## src/rtl/hedios_cmd_decoder.sv

```systemverilog
// Byte-stream command decoder in front of the HEDIOS register bank.
// Parses write/read frames, strobes the bank write port and streams read data back.
module hedios_cmd_decoder #(
    parameter int DEPTH  = 8,
    parameter int N_REGS = 4,
    parameter int ADDR_W = 8
) (
    input  logic              clk,
    input  logic              rst,
    input  logic [7:0]        rx_data,
    input  logic              rx_valid,
    output logic              rx_ready,
    output logic [ADDR_W-1:0] wr_addr,
    output logic [DEPTH-1:0]  wr_data,
    output logic              wr_we,
    output logic [ADDR_W-1:0] rd_addr,
    input  logic [DEPTH-1:0]  rd_data,
    output logic [7:0]        tx_data,
    output logic              tx_valid,
    input  logic              tx_ready,
    output logic              err
);

    localparam int         NBYTES   = (DEPTH + 7) / 8;
    localparam int         SR_W     = NBYTES * 8;
    localparam logic [2:0] LAST_CNT = 3'(NBYTES - 1);
    localparam logic [7:0] OP_WR    = 8'h57;
    localparam logic [7:0] OP_RD    = 8'h52;

    typedef enum logic [2:0] {
        S_IDLE    = 3'd0,
        S_ADDR    = 3'd1,
        S_DATA    = 3'd2,
        S_WRITE   = 3'd3,
        S_RLATCH  = 3'd4,
        S_SEND    = 3'd5,
        S_DISCARD = 3'd6
    } state_t;

    state_t            state_q, state_d;
    logic [2:0]        cnt_q, cnt_d;
    logic              is_wr_q, is_wr_d;
    logic [ADDR_W-1:0] addr_q, addr_d;
    logic [SR_W-1:0]   data_sr_q, data_sr_d;
    logic [SR_W-1:0]   tx_sr_q, tx_sr_d;
    logic [ADDR_W-1:0] wr_addr_q, wr_addr_d;
    logic [DEPTH-1:0]  wr_data_q, wr_data_d;
    logic              wr_we_q, wr_we_d;
    logic [ADDR_W-1:0] rd_addr_q, rd_addr_d;
    logic [7:0]        tx_data_q, tx_data_d;
    logic              tx_valid_q, tx_valid_d;
    logic              err_q, err_d;
    logic              rx_ready_q, rx_ready_d;

    logic              rx_fire_s;
    logic              tx_fire_s;
    logic              addr_bad_s;
    logic [SR_W-1:0]   data_next_s;
    logic [SR_W-1:0]   rd_pad_s;
    logic [SR_W-1:0]   tx_shift_s;

    // Next-state and registered-output computation for the frame parser.
    always_comb begin
        state_d    = state_q;
        cnt_d      = cnt_q;
        is_wr_d    = is_wr_q;
        addr_d     = addr_q;
        data_sr_d  = data_sr_q;
        tx_sr_d    = tx_sr_q;
        wr_addr_d  = wr_addr_q;
        wr_data_d  = wr_data_q;
        wr_we_d    = 1'b0;
        rd_addr_d  = rd_addr_q;
        tx_data_d  = tx_data_q;
        tx_valid_d = tx_valid_q;
        err_d      = 1'b0;

        rx_fire_s   = rx_valid & rx_ready_q;
        tx_fire_s   = tx_valid_q & tx_ready;
        addr_bad_s  = ({24'd0, rx_data} >= 32'(N_REGS));
        data_next_s = (data_sr_q << 4'd8) | SR_W'(rx_data);
        tx_shift_s  = tx_sr_q << 4'd8;
        // Zero-pad the register value so the first tx byte carries 0s above DEPTH.
        rd_pad_s              = '0;
        rd_pad_s[DEPTH-1:0]   = rd_data;

        case (state_q)
            S_IDLE: begin
                if (rx_fire_s) begin
                    if ((rx_data == OP_WR) || (rx_data == OP_RD)) begin
                        is_wr_d = (rx_data == OP_WR);
                        state_d = S_ADDR;
                    end else begin
                        err_d = 1'b1;
                    end
                end else begin
                    state_d = S_IDLE;
                end
            end
            S_ADDR: begin
                if (rx_fire_s) begin
                    addr_d = ADDR_W'(rx_data);
                    cnt_d  = 3'd0;
                    if (addr_bad_s) begin
                        err_d   = 1'b1;
                        state_d = is_wr_q ? S_DISCARD : S_IDLE;
                    end else if (is_wr_q) begin
                        state_d = S_DATA;
                    end else begin
                        rd_addr_d = ADDR_W'(rx_data);
                        state_d   = S_RLATCH;
                    end
                end else begin
                    state_d = S_ADDR;
                end
            end
            S_DATA: begin
                if (rx_fire_s) begin
                    data_sr_d = data_next_s;
                    if (cnt_q == LAST_CNT) begin
                        wr_data_d = data_next_s[DEPTH-1:0];
                        wr_addr_d = addr_q;
                        wr_we_d   = 1'b1;
                        state_d   = S_WRITE;
                    end else begin
                        cnt_d = cnt_q + 3'd1;
                    end
                end else begin
                    state_d = S_DATA;
                end
            end
            S_WRITE: begin
                state_d = S_IDLE;
            end
            S_RLATCH: begin
                tx_sr_d    = rd_pad_s;
                tx_data_d  = rd_pad_s[SR_W-1 -: 8];
                tx_valid_d = 1'b1;
                cnt_d      = 3'd0;
                state_d    = S_SEND;
            end
            S_SEND: begin
                if (tx_fire_s) begin
                    if (cnt_q == LAST_CNT) begin
                        tx_valid_d = 1'b0;
                        state_d    = S_IDLE;
                    end else begin
                        tx_sr_d   = tx_shift_s;
                        tx_data_d = tx_shift_s[SR_W-1 -: 8];
                        cnt_d     = cnt_q + 3'd1;
                    end
                end else begin
                    state_d = S_SEND;
                end
            end
            S_DISCARD: begin
                if (rx_fire_s) begin
                    if (cnt_q == LAST_CNT) begin
                        state_d = S_IDLE;
                    end else begin
                        cnt_d = cnt_q + 3'd1;
                    end
                end else begin
                    state_d = S_DISCARD;
                end
            end
            default: begin
                state_d    = S_IDLE;
                tx_valid_d = 1'b0;
            end
        endcase

        // Input is only accepted where a byte can be absorbed without loss.
        rx_ready_d = (state_d == S_IDLE) || (state_d == S_ADDR) ||
                     (state_d == S_DATA) || (state_d == S_DISCARD);
    end

    // State and output registers with synchronous reset.
    always_ff @(posedge clk) begin
        if (rst) begin
            state_q    <= S_IDLE;
            cnt_q      <= 3'd0;
            is_wr_q    <= 1'b0;
            addr_q     <= '0;
            data_sr_q  <= '0;
            tx_sr_q    <= '0;
            wr_addr_q  <= '0;
            wr_data_q  <= '0;
            wr_we_q    <= 1'b0;
            rd_addr_q  <= '0;
            tx_data_q  <= 8'd0;
            tx_valid_q <= 1'b0;
            err_q      <= 1'b0;
            rx_ready_q <= 1'b0;
        end else begin
            state_q    <= state_d;
            cnt_q      <= cnt_d;
            is_wr_q    <= is_wr_d;
            addr_q     <= addr_d;
            data_sr_q  <= data_sr_d;
            tx_sr_q    <= tx_sr_d;
            wr_addr_q  <= wr_addr_d;
            wr_data_q  <= wr_data_d;
            wr_we_q    <= wr_we_d;
            rd_addr_q  <= rd_addr_d;
            tx_data_q  <= tx_data_d;
            tx_valid_q <= tx_valid_d;
            err_q      <= err_d;
            rx_ready_q <= rx_ready_d;
        end
    end

    assign rx_ready = rx_ready_q;
    assign wr_addr  = wr_addr_q;
    assign wr_data  = wr_data_q;
    assign wr_we    = wr_we_q;
    assign rd_addr  = rd_addr_q;
    assign tx_data  = tx_data_q;
    assign tx_valid = tx_valid_q;
    assign err      = err_q;

endmodule
```

## config.mk

```make
export PLATFORM = sky130hd
export DESIGN_NAME = hedios_cmd_decoder
export DESIGN_NICKNAME = d
export VERILOG_FILES = /design/src/rtl/hedios_cmd_decoder.sv
export SDC_FILE = /design/constraint.sdc
export NUM_CORES = 1
export LEC_CHECK = 0
export BUFFER_PORTS_ARGS = -buffer_cell sky130_fd_sc_hd__buf_4
export CORE_UTILIZATION = 30
export CTS_BUF_LIST = sky130_fd_sc_hd__clkbuf_4
export DETAILED_ROUTE_END_ITERATION = 16
export PLACE_DENSITY_LB_ADDON = 0.12
export SLEW_MARGIN = 30
export SYNTH_ARGS = -nofsm -noshare
export SYNTH_HDL_FRONTEND = slang
export SYNTH_SLANG_ARGS = --single-unit
```

## constraint.sdc

```tcl
create_clock -name clk -period 6.3 [get_ports clk]
set_input_delay 1.26 -clock clk [delete_from_list [all_inputs] [get_ports clk]]
set_output_delay 1.26 -clock clk [all_outputs]
set_load 0.05 [all_outputs]
```

* Yosys cells after proc, flatten, opt, wreduce, memory -nomap -nowiden *
Index checks and enable logic that the tools add are counted.

word-level totals
  bits in registers = 51
  output and inout port bits = 36
  input bits = 20
  logic and storage cells = 85

operators by class
  equal/unequal tests = 16
  muxes and demuxes = 29
  reduce and logical (&&, ||, !) cells = 19
  $add $sub $neg = 1
  order comparisons = 1
  bitwise logic cells = 7

operators with widths
  operator                                                number
  2-to-1 mux 3 bit                                        15
  one-hot mux 3 bit (6 select lines)                      1
  equality test 8 x 7 -> 1 bit (second input constant)    2
  2-to-1 mux 8 bit                                        2
  one-hot mux 8 bit (2 select lines)                      1
  equality test 3 bit (second input constant)             4
  one-hot mux 3 bit (4 select lines)                      1
  AND reduction 3 bit                                     4
  equality test 3 x 2 -> 1 bit (second input constant)    3
  zero test 3 bit                                         3
  >= comparator 8 x 3 -> 1 bit (second input constant)    1
  inequality test 2 bit (second input constant)           4
  AND reduction 4 bit                                     2
  2-to-1 mux 1 bit                                        7
  equality test 3 x 1 -> 1 bit (second input constant)    2
  NOT 1 bit                                               5
  OR reduction 5 bit                                      1
  logical OR 1 bit                                        4
  nonzero test 4 bit                                      1
  adder 3 x 1 -> 3 bit (second input constant)            1
  one-hot mux 1 bit (3 select lines)                      1
  OR reduction 3 bit                                      1
  bitwise AND 1 bit                                       2
  inequality test 2 x 1 -> 1 bit (second input constant)  1
  other kinds (4)                                         4

* Longest topological paths before layout *
  word-level depth = 9
  depth in mapped cells = 8
  depth with buffers taken out = 7

* Least setup slack after synthesis *
Ideal clock, no wire load.

  path kind = in2reg
  start = input port rx_data[5]
  end = register rd_addr_q[7], in the netlist rd_addr[7]
  arrival time = 2.810 ns
  stages = 7
  setup time = 0.128 ns
  buffers on the path = 0
  slack = 3.362 ns
  required time = 6.172 ns
  cell sequence = or3_1 > nor4_1 > ha_1 > inv_1 > nor3_4 > mux2i_1 > nor2_1

between the ends
  cells in the longest elaborated chain, start to end = 3

ends and longest elaborated chain
  what                           RTL line  source
  from (decl)                    10        input logic [7:0] rx_data,
  >= comparator 8 x 3 -> 1 bit   80        addr_bad_s = ({24'd0, rx_data} >= 32'(N_REGS));
  NOT 1 bit (no line)            -
  AND reduction 4 bit (no line)  -
  to (signal assigned)           205       rd_addr_q <= rd_addr_d;
  to (decl)                      49        logic [ADDR_W-1:0] rd_addr_q, rd_addr_d;

No other way between the ends.
A chain may end at the register's enable or synchronous reset.

* Final worst setup path *
  start = input port rx_data[5]
  end = register rd_addr_q[0], in the netlist rd_addr[0]

Same word-level chain as after synthesis.

==> impl_metrics.toml <==
[sta]
worst_pin_slew_ns = 0.728
finalHoldViolCount = 0
drv_slew = 0
fmax_mhz = 340
setup_viol = 0
fin_tns_setup_ns = 0
fin_crit_sh_pct = 46.6
rsz0062_at_grt = "false"
hold_ws_ns = 0.463
slew_headroom_pct = 51.3
min_period_ns = 2.94
clock_skew_ns = 0.0142

[clocking]
cts_tree = "yes"
cts_hold_buf = 0
htreeDepth = 2
cts_resized = 0
clk_path_buf_depth = 2
cts_inserted_buffers = 5
insertion_delay_ns = 0.37
clk_pin_slew_worst_paths_ns = 0.15
cts_root_buf = "clkbuf_4"
clock_sinks = 51
cts_setup_buffers = 0

[worst_setup_path]
crit_fanout = 8
path_class = "input pin to flip-flop"
slowest_stage = "nor3_4"
crit_chain = "buf_4, or3_1, nor4_1, ha_1, inv_1, nor3_4, mux2i_1, nor2_1"
cp.arrival_ns = 3.18
critical_path_buf_inv_count = 2
max_stage_delay_ns = 0.47
worstSetupEndpointType = "flip-flop"
critical_path.top_delay_family = "simple AND/OR/NAND/NOR gates"
startpoint_type = "input pin"
critPathRequiredTime_ns = 6.54

[logic_synthesis]
synth_edf_count = 0
synth.distinct_cells = 45
synth.avg_cell_area_um2 = 8.69
synthFlopType = "dfxtp_1"
seq_area_frac_synth_pct = 47.4
synth_fp_nets = 271
syn_area_um2 = 2150
synthCells = 248
ys_ff_latch = 51
async_flop_share_pct = 0
ys_warn_count = 0

[die]
die_w_um = 86.7
die_height_um = 86.7
dieArea_um2 = 7520
num_rows = 30
coreArea_um2 = 6870
start_util_pct = 31.4
ios = 56

[routing]
ant_nets = 0
drc = 0
vias = 1856
drt_iter0_drc = 65
vias_per_cell = 4.71
drt_first_pass_iters = 4
drt_wl_total_um = 5210
avgRoutedWirePerCell_um = 13.2

[global_routing]
grt_pass1_wl_um = 8510
grt_pass1_vias = 1708
grt_max_degree = 54
gr-total-overflow = 0
track_usage_pct = 14.5
grt_antenna_before_repair = 0

[placed_design]
dp_cells = 386
dp_hpwl_um = 3540
gp_congestion = 0.744
port_buffers = 55

[run]
maxCapViolations = 0

[cells_and_area]
diodes = 0
final_cell_count_no_fill = 394
drive_gt1_share_pct = 24.8
final_cell_mix = "55 x nand2_1, 55 x buf_4, 51 x dfxtp_1"
nets = 320
syn2layout_area_growth_pct = 25.0

[min_path]
hold_class = "flip-flop to flip-flop"

[pwr]
pwr_density_cell_nw_per_um2 = 204
ir_worst_vdd_v = 0.000100
p_leak_nw = 0.993

[status]
status = "completed"
==> synth_stat cells, types with 2 or more instances <==
master	instances	area [um2]
or3_1	3	18.8
nor3_1	4	20.0
nor2b_1	2	12.5
a21oi_1	31	155
mux2_2	2	22.5
nor3_4	2	32.5
buf_4	2	15.0
nor4_1	2	12.5
buf_2	2	10.0
clkbuf_1	4	15.0
nand2b_1	4	25.0
ha_1	3	37.5
a22oi_1	8	60.1
buf_6	3	33.8
o21ai_0	5	25.0
nand3_1	2	10.0
nand2_1	55	206
nand3b_1	2	15.0
dfxtp_1	51	1020
buf_1	2	7.51
nor2_1	21	78.8
mux2i_1	9	90.1
inv_1	7	26.3
==> worst register-to-register path, cell delays in order (launching register included) <==
cell and delay (ns):
dfxtp_1 0.65, nand2b_1 0.22, or2_4 0.37, a31oi_2 0.24
mux2_2 0.36
==> kinds of logic after synthesis <==
kind of cell	share of synthesized area (%)
flops	47.4
compound gates	15.7
mux	5.23
buf+inv	4.99
xor+xnor	0.407
fa+ha+maj	1.74
simple gates	24.5
==> path summary, 6_finish.rpt <==
check,slack [ns],from,cells after the start,end
setup reg to reg,4.37,state_q[0],4,cnt_q[0]
hold / removal,0.46,wr_addr[2],2,wr_addr[2]
hold reg to reg,0.46,wr_addr[2],2,wr_addr[2]
setup / recovery,3.36,rx_data[5],8,rd_addr[0]
==> flip-flops by register name, indices dropped and copies added, names as in the netlist <==
| name | cells |
|---|---|
| addr_q | 8 |
| rd_addr | 8 |
| wr_data | 8 |
| rx_ready | 1 |
| wr_addr | 8 |
| tx_valid | 1 |
| cnt_q | 3 |
| state_q | 3 |
| is_wr_q | 1 |
| wr_we | 1 |
| err | 1 |
| tx_data | 8 |
==> per-layer routing <==
metal	up-vias	GRT usage (%)	wire length [um]
li1	948	-	-
met1	853	21.0	2620
met2	50	21.6	2280
met3	5	3.81	265
met4	0	3.18	40
met5	-	0	0
==> final cells by class <==
type / instances / area (um2)
clock buffers: 5 / 37.5
repair buffers: 55 / 413
clock inverters: 3 / 43.8
inverters: 7 / 26.3
multi-input cells: 177 / 1030
well taps: 96 / 120
flip-flops and latches: 51 / 1020
fillers: 713 / 4180
==> per-stage QoR <==
step	cell area (um2)	worst slack, ns	utilization [%]	total power, mW
floorplan	2150	3.36	-	0.348
global route	2690	3.24	39.2	0.573
detailed placement	2610	2.96	37.9	0.366
global placement	2610	3.04	37.9	0.366
finish	2690	3.36	39.2	0.549
CTS	2690	3.35	39.1	0.558
==> power by group <==
group	leakage, nW	internal (mW)	switching, mW
clock network	0.0452	0.0838	0.107
logic	0.536	0.0128	0.0200
registers	0.411	0.324	0.00147
(Power assumes the default switching activity.)
